$ cat src/rtl/cpu_controller_pkg.sv
// Shared types for the accumulator-CPU instruction sequencer: opcodes, FSM states,
// the packed control vector, and the ALU-opcode classifier.
package cpu_pkg;

    typedef enum logic [2:0] {
        HLT = 3'b000,
        SKZ = 3'b001,
        ADD = 3'b010,
        AND = 3'b011,
        XOR = 3'b100,
        LDA = 3'b101,
        STO = 3'b110,
        JMP = 3'b111
    } opcode_e;

    // Phase states are numbered so their low 3 bits equal the reported phase index.
    typedef enum logic [3:0] {
        INST_ADDR  = 4'd0,
        INST_FETCH = 4'd1,
        INST_LOAD  = 4'd2,
        IDLE       = 4'd3,
        OP_ADDR    = 4'd4,
        OP_FETCH   = 4'd5,
        ALU_OP     = 4'd6,
        STORE      = 4'd7,
        HALTED     = 4'd8
    } ctrl_state_e;

    typedef struct packed {
        logic sel;
        logic rd;
        logic ld_ir;
        logic inc_pc;
        logic ld_pc;
        logic ld_ac;
        logic data_e;
        logic wr;
        logic halt;
    } ctrl_t;

    function automatic logic is_aluop(input opcode_e op);
        return (op == ADD) || (op == AND) || (op == XOR) || (op == LDA);
    endfunction

endpackage

$ cat src/rtl/cpu_controller_if.sv
// Control bus between the sequencer (master) and the CPU datapath (slave):
// opcode/zero flow into the controller, strobes flow out.
interface cpu_controller_if;
    logic [2:0] opcode;
    logic       zero;
    logic       sel;
    logic       rd;
    logic       ld_ir;
    logic       inc_pc;
    logic       ld_pc;
    logic       ld_ac;
    logic       data_e;
    logic       wr;
    logic       halt;

    modport master (
        input  opcode, zero,
        output sel, rd, ld_ir, inc_pc, ld_pc, ld_ac, data_e, wr, halt
    );

    modport slave (
        output opcode, zero,
        input  sel, rd, ld_ir, inc_pc, ld_pc, ld_ac, data_e, wr, halt
    );
endinterface

$ cat src/rtl/cpu_controller_decode.sv
// Pure combinational decode of (state, opcode, zero) into the control strobe vector.
module ctrl_decode
    import cpu_pkg::*;
(
    input  ctrl_state_e state,
    input  opcode_e     opcode,
    input  logic        zero,
    output ctrl_t       ctrl
);

    logic aluop;

    always_comb begin
        ctrl  = '0;
        aluop = is_aluop(opcode);
        unique case (state)
            INST_ADDR: begin
                ctrl.sel = 1'b1;
            end
            INST_FETCH: begin
                ctrl.sel = 1'b1;
                ctrl.rd  = 1'b1;
            end
            INST_LOAD, IDLE: begin
                ctrl.sel   = 1'b1;
                ctrl.rd    = 1'b1;
                ctrl.ld_ir = 1'b1;
            end
            OP_ADDR: begin
                ctrl.inc_pc = 1'b1;
                ctrl.halt   = (opcode == HLT);
            end
            OP_FETCH: begin
                ctrl.rd = aluop;
            end
            ALU_OP: begin
                // zero only matters here: it decides whether SKZ skips the next word.
                ctrl.rd     = aluop;
                ctrl.inc_pc = (opcode == SKZ) && zero;
                ctrl.ld_pc  = (opcode == JMP);
                ctrl.data_e = (opcode == STO);
            end
            STORE: begin
                ctrl.rd     = aluop;
                ctrl.ld_ac  = aluop;
                ctrl.inc_pc = (opcode == JMP);
                ctrl.ld_pc  = (opcode == JMP);
                ctrl.data_e = (opcode == STO);
                ctrl.wr     = (opcode == STO);
            end
            HALTED: begin
                ctrl.halt = 1'b1;
            end
            default: begin
                ctrl = '0;
            end
        endcase
    end

endmodule

$ cat src/rtl/cpu_controller.sv
// Eight-phase instruction sequencer: state register, optional single-step gating
// (CTRL_STEP_EN adds the step port) and the retired-instruction counter.
module cpu_controller
    import cpu_pkg::*;
#(
    parameter int CNT_W = 16
) (
    input  logic             clk,
    input  logic             rst_n,
`ifdef CTRL_STEP_EN
    input  logic             step,
`endif
    cpu_controller_if.master bus,
    output logic [2:0]       phase,
    output logic [CNT_W-1:0] instr_cnt
);

    ctrl_state_e      state_reg;
    ctrl_state_e      state_next;
    logic [CNT_W-1:0] cnt_reg;
    logic [CNT_W-1:0] cnt_next;
    ctrl_t            ctrl;
    logic             start_ok;

`ifdef CTRL_STEP_EN
    assign start_ok = step;
`else
    assign start_ok = 1'b1;
`endif

    always_comb begin
        state_next = state_reg;
        cnt_next   = cnt_reg;
        unique case (state_reg)
            INST_ADDR:  state_next = start_ok ? INST_FETCH : INST_ADDR;
            INST_FETCH: state_next = INST_LOAD;
            INST_LOAD:  state_next = IDLE;
            IDLE:       state_next = OP_ADDR;
            OP_ADDR:    state_next = (opcode_e'(bus.opcode) == HLT) ? HALTED : OP_FETCH;
            OP_FETCH:   state_next = ALU_OP;
            ALU_OP:     state_next = STORE;
            STORE: begin
                state_next = INST_ADDR;
                cnt_next   = cnt_reg + CNT_W'(1);
            end
            HALTED:     state_next = HALTED;
            default:    state_next = INST_ADDR;
        endcase
    end

    always_ff @(posedge clk) begin
        if (!rst_n) begin
            state_reg <= INST_ADDR;
            cnt_reg   <= '0;
        end else begin
            state_reg <= state_next;
            cnt_reg   <= cnt_next;
        end
    end

    ctrl_decode u_decode (
        .state  (state_reg),
        .opcode (opcode_e'(bus.opcode)),
        .zero   (bus.zero),
        .ctrl   (ctrl)
    );

    assign bus.sel    = ctrl.sel;
    assign bus.rd     = ctrl.rd;
    assign bus.ld_ir  = ctrl.ld_ir;
    assign bus.inc_pc = ctrl.inc_pc;
    assign bus.ld_pc  = ctrl.ld_pc;
    assign bus.ld_ac  = ctrl.ld_ac;
    assign bus.data_e = ctrl.data_e;
    assign bus.wr     = ctrl.wr;
    assign bus.halt   = ctrl.halt;

    // HALTED sits outside the 0..7 numbering and reports as phase 7.
    assign phase     = (state_reg == HALTED) ? 3'd7 : state_reg[2:0];
    assign instr_cnt = cnt_reg;

endmodule

$ cat src/flat_wrapper.sv
// flat-port wrapper written by rule: the top's interface ports become plain ports
module cpu_controller_flat import cpu_pkg::*;
#(
    parameter int CNT_W = 16
)
  (clk, rst_n, phase, instr_cnt, bus_opcode, bus_zero, bus_sel, bus_rd, bus_ld_ir, bus_inc_pc, bus_ld_pc, bus_ld_ac, bus_data_e, bus_wr, bus_halt);
  cpu_controller_if bus_i ();
  input  logic clk;
  input  logic rst_n;
  output logic [2:0] phase;
  output logic [CNT_W-1:0] instr_cnt;
  input wire logic [$bits(bus_i.opcode)-1:0] bus_opcode;
  input wire logic [$bits(bus_i.zero)-1:0] bus_zero;
  output wire logic [$bits(bus_i.sel)-1:0] bus_sel;
  output wire logic [$bits(bus_i.rd)-1:0] bus_rd;
  output wire logic [$bits(bus_i.ld_ir)-1:0] bus_ld_ir;
  output wire logic [$bits(bus_i.inc_pc)-1:0] bus_inc_pc;
  output wire logic [$bits(bus_i.ld_pc)-1:0] bus_ld_pc;
  output wire logic [$bits(bus_i.ld_ac)-1:0] bus_ld_ac;
  output wire logic [$bits(bus_i.data_e)-1:0] bus_data_e;
  output wire logic [$bits(bus_i.wr)-1:0] bus_wr;
  output wire logic [$bits(bus_i.halt)-1:0] bus_halt;
  assign bus_i.opcode = bus_opcode;
  assign bus_i.zero = bus_zero;
  assign bus_sel = bus_i.sel;
  assign bus_rd = bus_i.rd;
  assign bus_ld_ir = bus_i.ld_ir;
  assign bus_inc_pc = bus_i.inc_pc;
  assign bus_ld_pc = bus_i.ld_pc;
  assign bus_ld_ac = bus_i.ld_ac;
  assign bus_data_e = bus_i.data_e;
  assign bus_wr = bus_i.wr;
  assign bus_halt = bus_i.halt;
  cpu_controller #(.CNT_W(CNT_W)) u_core (.clk(clk), .rst_n(rst_n), .bus(bus_i), .phase(phase), .instr_cnt(instr_cnt));
endmodule
$ cat config.mk
export PLATFORM = sky130hd
export DESIGN_NAME = cpu_controller_flat
export DESIGN_NICKNAME = d
export VERILOG_FILES = /design/src/rtl/cpu_controller_pkg.sv /design/src/rtl/cpu_controller_if.sv /design/src/rtl/cpu_controller_decode.sv /design/src/rtl/cpu_controller.sv /design/src/flat_wrapper.sv
export SDC_FILE = /design/constraint.sdc
export NUM_CORES = 1
export LEC_CHECK = 0
export ABC_CLOCK_PERIOD_IN_PS = 1970
export CELL_PAD_IN_SITES_DETAIL_PLACEMENT = 1
export CELL_PAD_IN_SITES_GLOBAL_PLACEMENT = 1
export CORE_ASPECT_RATIO = 2
export CORE_UTILIZATION = 33
export CTS_CLUSTER_SIZE = 28
export DETAILED_ROUTE_END_ITERATION = 8
export PLACE_DENSITY_LB_ADDON = 0.1
export SLEW_MARGIN = 20
export SYNTH_ARGS = -nofsm -noshare
export SYNTH_HDL_FRONTEND = slang
export SYNTH_SLANG_ARGS = --single-unit
$ cat constraint.sdc
create_clock -name clk -period 1.97 [get_ports clk]
set_clock_uncertainty 0.1 [all_clocks]
set_input_delay 0.591 -clock clk [delete_from_list [all_inputs] [get_ports clk]]
set_output_delay 0.591 -clock clk [all_outputs]
set_load 0.05 [all_outputs]
==> impl_metrics.tcl, run 1 <==
set metrics [dict create \
    outcome "finished, violations left" \
    violations "negative setup slack" \
    powerDensity_nw_per_um2 517 \
    synth.area.top_cells "dfxtp_1, xnor2_1, and2_1" \
    initial_core_util_pct 34.2 \
    cts_sinks 20 \
    worstHoldPathType "flip-flop to flip-flop" \
    grt_setup_unrepaired "yes" \
    syn_area_per_cell_um2 8.58 \
    postCtsHoldBufs 0 \
    clkTransAtPathRegs_ns 0.07 \
    crit_type "primary input to output pin" \
    grt_pass1_wl_um 5730 \
    worst_slack_ns -0.332 \
    drv_slew 0 \
    wirelength_um 3920 \
    syn_area_um2 1080 \
    setup_viol 8 \
    synth_top_area_cell "dfxtp_1" \
    fp.dieW_um 42.5 \
    worstSetupEndpointType "output pin" \
    syn_to_final_growth_pct 91.3 \
    layout_common_cells "buf_12, buf_4, dfxtp_1" \
    cap_violations 0 \
    layout-drive-gt1-share_pct 44.6 \
    antenna_found_initial 0 \
    hold_viol 0 \
    port_buffers 33 \
    synth_edf_count 0 \
    io_pins 34 \
    clockBufferDepth 2 \
    synth_cells 126 \
    slew_headroom_pct 76.1 \
    grt_pass1_vias 1237 \
    wl_per_cell_um 18.9 \
    drtAntennaViolNets 0 \
    coreArea_um2 3160 \
    finalCritPeriodShare_pct 117 \
    die_h_um 82.9 \
    grt_start_max_net_pins 13 \
    crit_buf_inv 2 \
    synth_ff_type "dfxtp_1" \
    final_common_cell "buf_12" \
    path_cells "buf_8, nand4bb_4, a21oi_4, a31oi_2, nor3b_4, buf_12" \
    largest_reg_flops 16 \
    async_flop_share_pct 0 \
    place_hpwl_um 2860 \
    synth_cell_type_count 37 \
    num_rows 29 \
    cts_tree "yes" \
    fin_setup_tns_ns -1.73 \
    slowest_delay_ns 0.25 \
    yosysTopAreaCellShare_pct 37.0 \
    required_ns 1.28 \
    final.min_clock_period_ns 2.30 \
    leakagePower_nw 0.812 \
    synth_nets 133 \
    fmax_mhz 434 \
    worst_ep_arrival_time_ns 1.61 \
    antenna_cells 0 \
    fin_util_pct 65.5 \
    place_congestion 0.792 \
    numCtsBuffers 3 \
    first_pass_iters 4 \
    root_buffer "clkbuf_8" \
    ir_worst_vdd_mv 0.445 \
    via_per_inst 5.54 \
    worst_setup_path_start_kind "primary input" \
    cpMaxStageDelayCell "nand4bb_4" \
    grt.overflow.total 0 \
    synth_warnings 0 \
    drtIter0Drc 20 \
    ys_ff_latch 20 \
    clock_latency_ns 0.27 \
    critPathMaxFanout 4 \
    yosysSeqAreaShare_pct 37.0 \
    vias 1153 \
    worst_pin_slew_ns 0.358 \
    globalRouteTotalUtil_pct 22.0 \
    route.detailed.drc 0 \
    htree_levels 1 \
    nets 185 \
    crit_family "simple AND/OR/NAND/NOR gates" \
    die-area_um2 3520 \
]
==> worst reg2reg max path, delay by kind of cell, from the launching register on <==
| family | cells | cell delay, ns |
|---|---|---|
| and+or+nand+nor | 3 | 0.77 |
| DFF | 1 | 0.48 |
| buffers and inverters | 1 | 0.20 |
| AOI/OAI and AO/OA | 1 | 0.18 |
==> cell type report <==
cell class / instances / area, um^2
timing repair buffer: 54 / 752
clock buffer: 3 / 41.3
multi-input combinational: 98 / 795
tap: 31 / 38.8
fill: 318 / 1090
inverter: 1 / 3.75
sequential: 20 / 408
clock inverter: 1 / 30.0
==> synthesized netlist by cell type, drive strengths merged, types with 3 or more instances <==
| cell | n |
|---|---|
| nor3 | 4 |
| o21ai | 3 |
| nand2b | 5 |
| a21boi | 5 |
| dfxtp | 20 |
| clkbuf | 6 |
| or3 | 3 |
| and2 | 12 |
| nor2 | 7 |
| nand3 | 6 |
| xnor2 | 11 |
| and3 | 4 |
| nand4 | 4 |
| and4 | 3 |
| nand2 | 9 |
==> kinds of logic after synthesis <==
family | Yosys count | share of synthesized area [%]
compound gates | 20 | 12.8
buf+inv | 8 | 3.12
fa+ha+maj | 1 | 1.16
flops | 20 | 37.0
mux | 1 | 0.926
simple gates | 65 | 36.0
xor+xnor | 11 | 8.91
==> timing repair <==
item / 4_1_cts / 5_1_grt
pin swaps: 7 / 7
gates cloned: 0 / 0
gates resized for setup: 35 / 11
setup buffers: 1 / 2
hold endpoints to repair: 0 / 0
endpoints found under the setup margin: 11 / 10
==> worst paths after layout <==
| check | startpoint | end | slack (ns) | depth (start not counted) |
|---|---|---|---|---|
| setup / recovery | bus_opcode[1] | bus_inc_pc | -0.33 | 6 |
| hold / removal | u_core.instr_cnt[15] | u_core.instr_cnt[15] | 0.38 | 2 |
| setup reg to reg | u_core.state_reg[0] | u_core.instr_cnt[14] | 0.17 | 5 |
| hold reg to reg | u_core.instr_cnt[15] | u_core.instr_cnt[15] | 0.38 | 2 |
==> layer usage <==
layer  vias to the layer above  GRT usage, %  share of wire, %
met5                         -             0                 0
met4                         0          13.6               4.7
met3                        14          5.22               3.7
met2                        39          45.3                60
met1                       552          15.6                31
li1                        548             -                 -
==> where the power goes <==
group	internal (mW)	switching, mW	total, mW
registers	0.410	0.0116	0.422
logic	0.110	0.115	0.225
clock network	0.272	0.151	0.423
==> through the flow <==
| step | cell area [um^2] | hold WS (ns) | power [mW] | cells | setup WS [ns] |
|---|---|---|---|---|---|
| after CTS | 2010 | 0.391 | 1.06 | 206 | -0.283 |
| after floorplan | 1130 | 0.554 | 0.520 | 126 | -0.357 |
| after global placement | 1850 | 0.360 | 0.610 | 201 | -0.629 |
| after detailed placement | 1850 | 0.378 | 0.617 | 201 | -0.758 |
| after global routing | 2070 | 0.426 | 1.10 | 208 | -0.366 |
| final | 2070 | 0.385 | 1.07 | 208 | -0.332 |
(Power assumes the default switching activity.)
==> run 2: changes to the inputs <==
--- a/config.mk
+++ b/config.mk
@@ -6,6 +6,7 @@
 export NUM_CORES = 1
 export LEC_CHECK = 0
 export ABC_CLOCK_PERIOD_IN_PS = 1970
+export CAP_MARGIN = 20
 export CELL_PAD_IN_SITES_DETAIL_PLACEMENT = 1
 export CELL_PAD_IN_SITES_GLOBAL_PLACEMENT = 1
 export CORE_ASPECT_RATIO = 2
==> results of run 2 <==
Same layout as run 1: the final DEF is identical, and so are final timing and power.
==> run 3: changes to the inputs <==
--- a/config.mk
+++ b/config.mk
@@ -6,7 +6,7 @@
 export NUM_CORES = 1
 export LEC_CHECK = 0
 export ABC_CLOCK_PERIOD_IN_PS = 1970
-export CAP_MARGIN = 20
+export CAP_MARGIN = 0
 export CELL_PAD_IN_SITES_DETAIL_PLACEMENT = 1
 export CELL_PAD_IN_SITES_GLOBAL_PLACEMENT = 1
 export CORE_ASPECT_RATIO = 2
==> results of run 3 <==
Same layout as run 1: the final DEF is identical, and so are final timing and power.
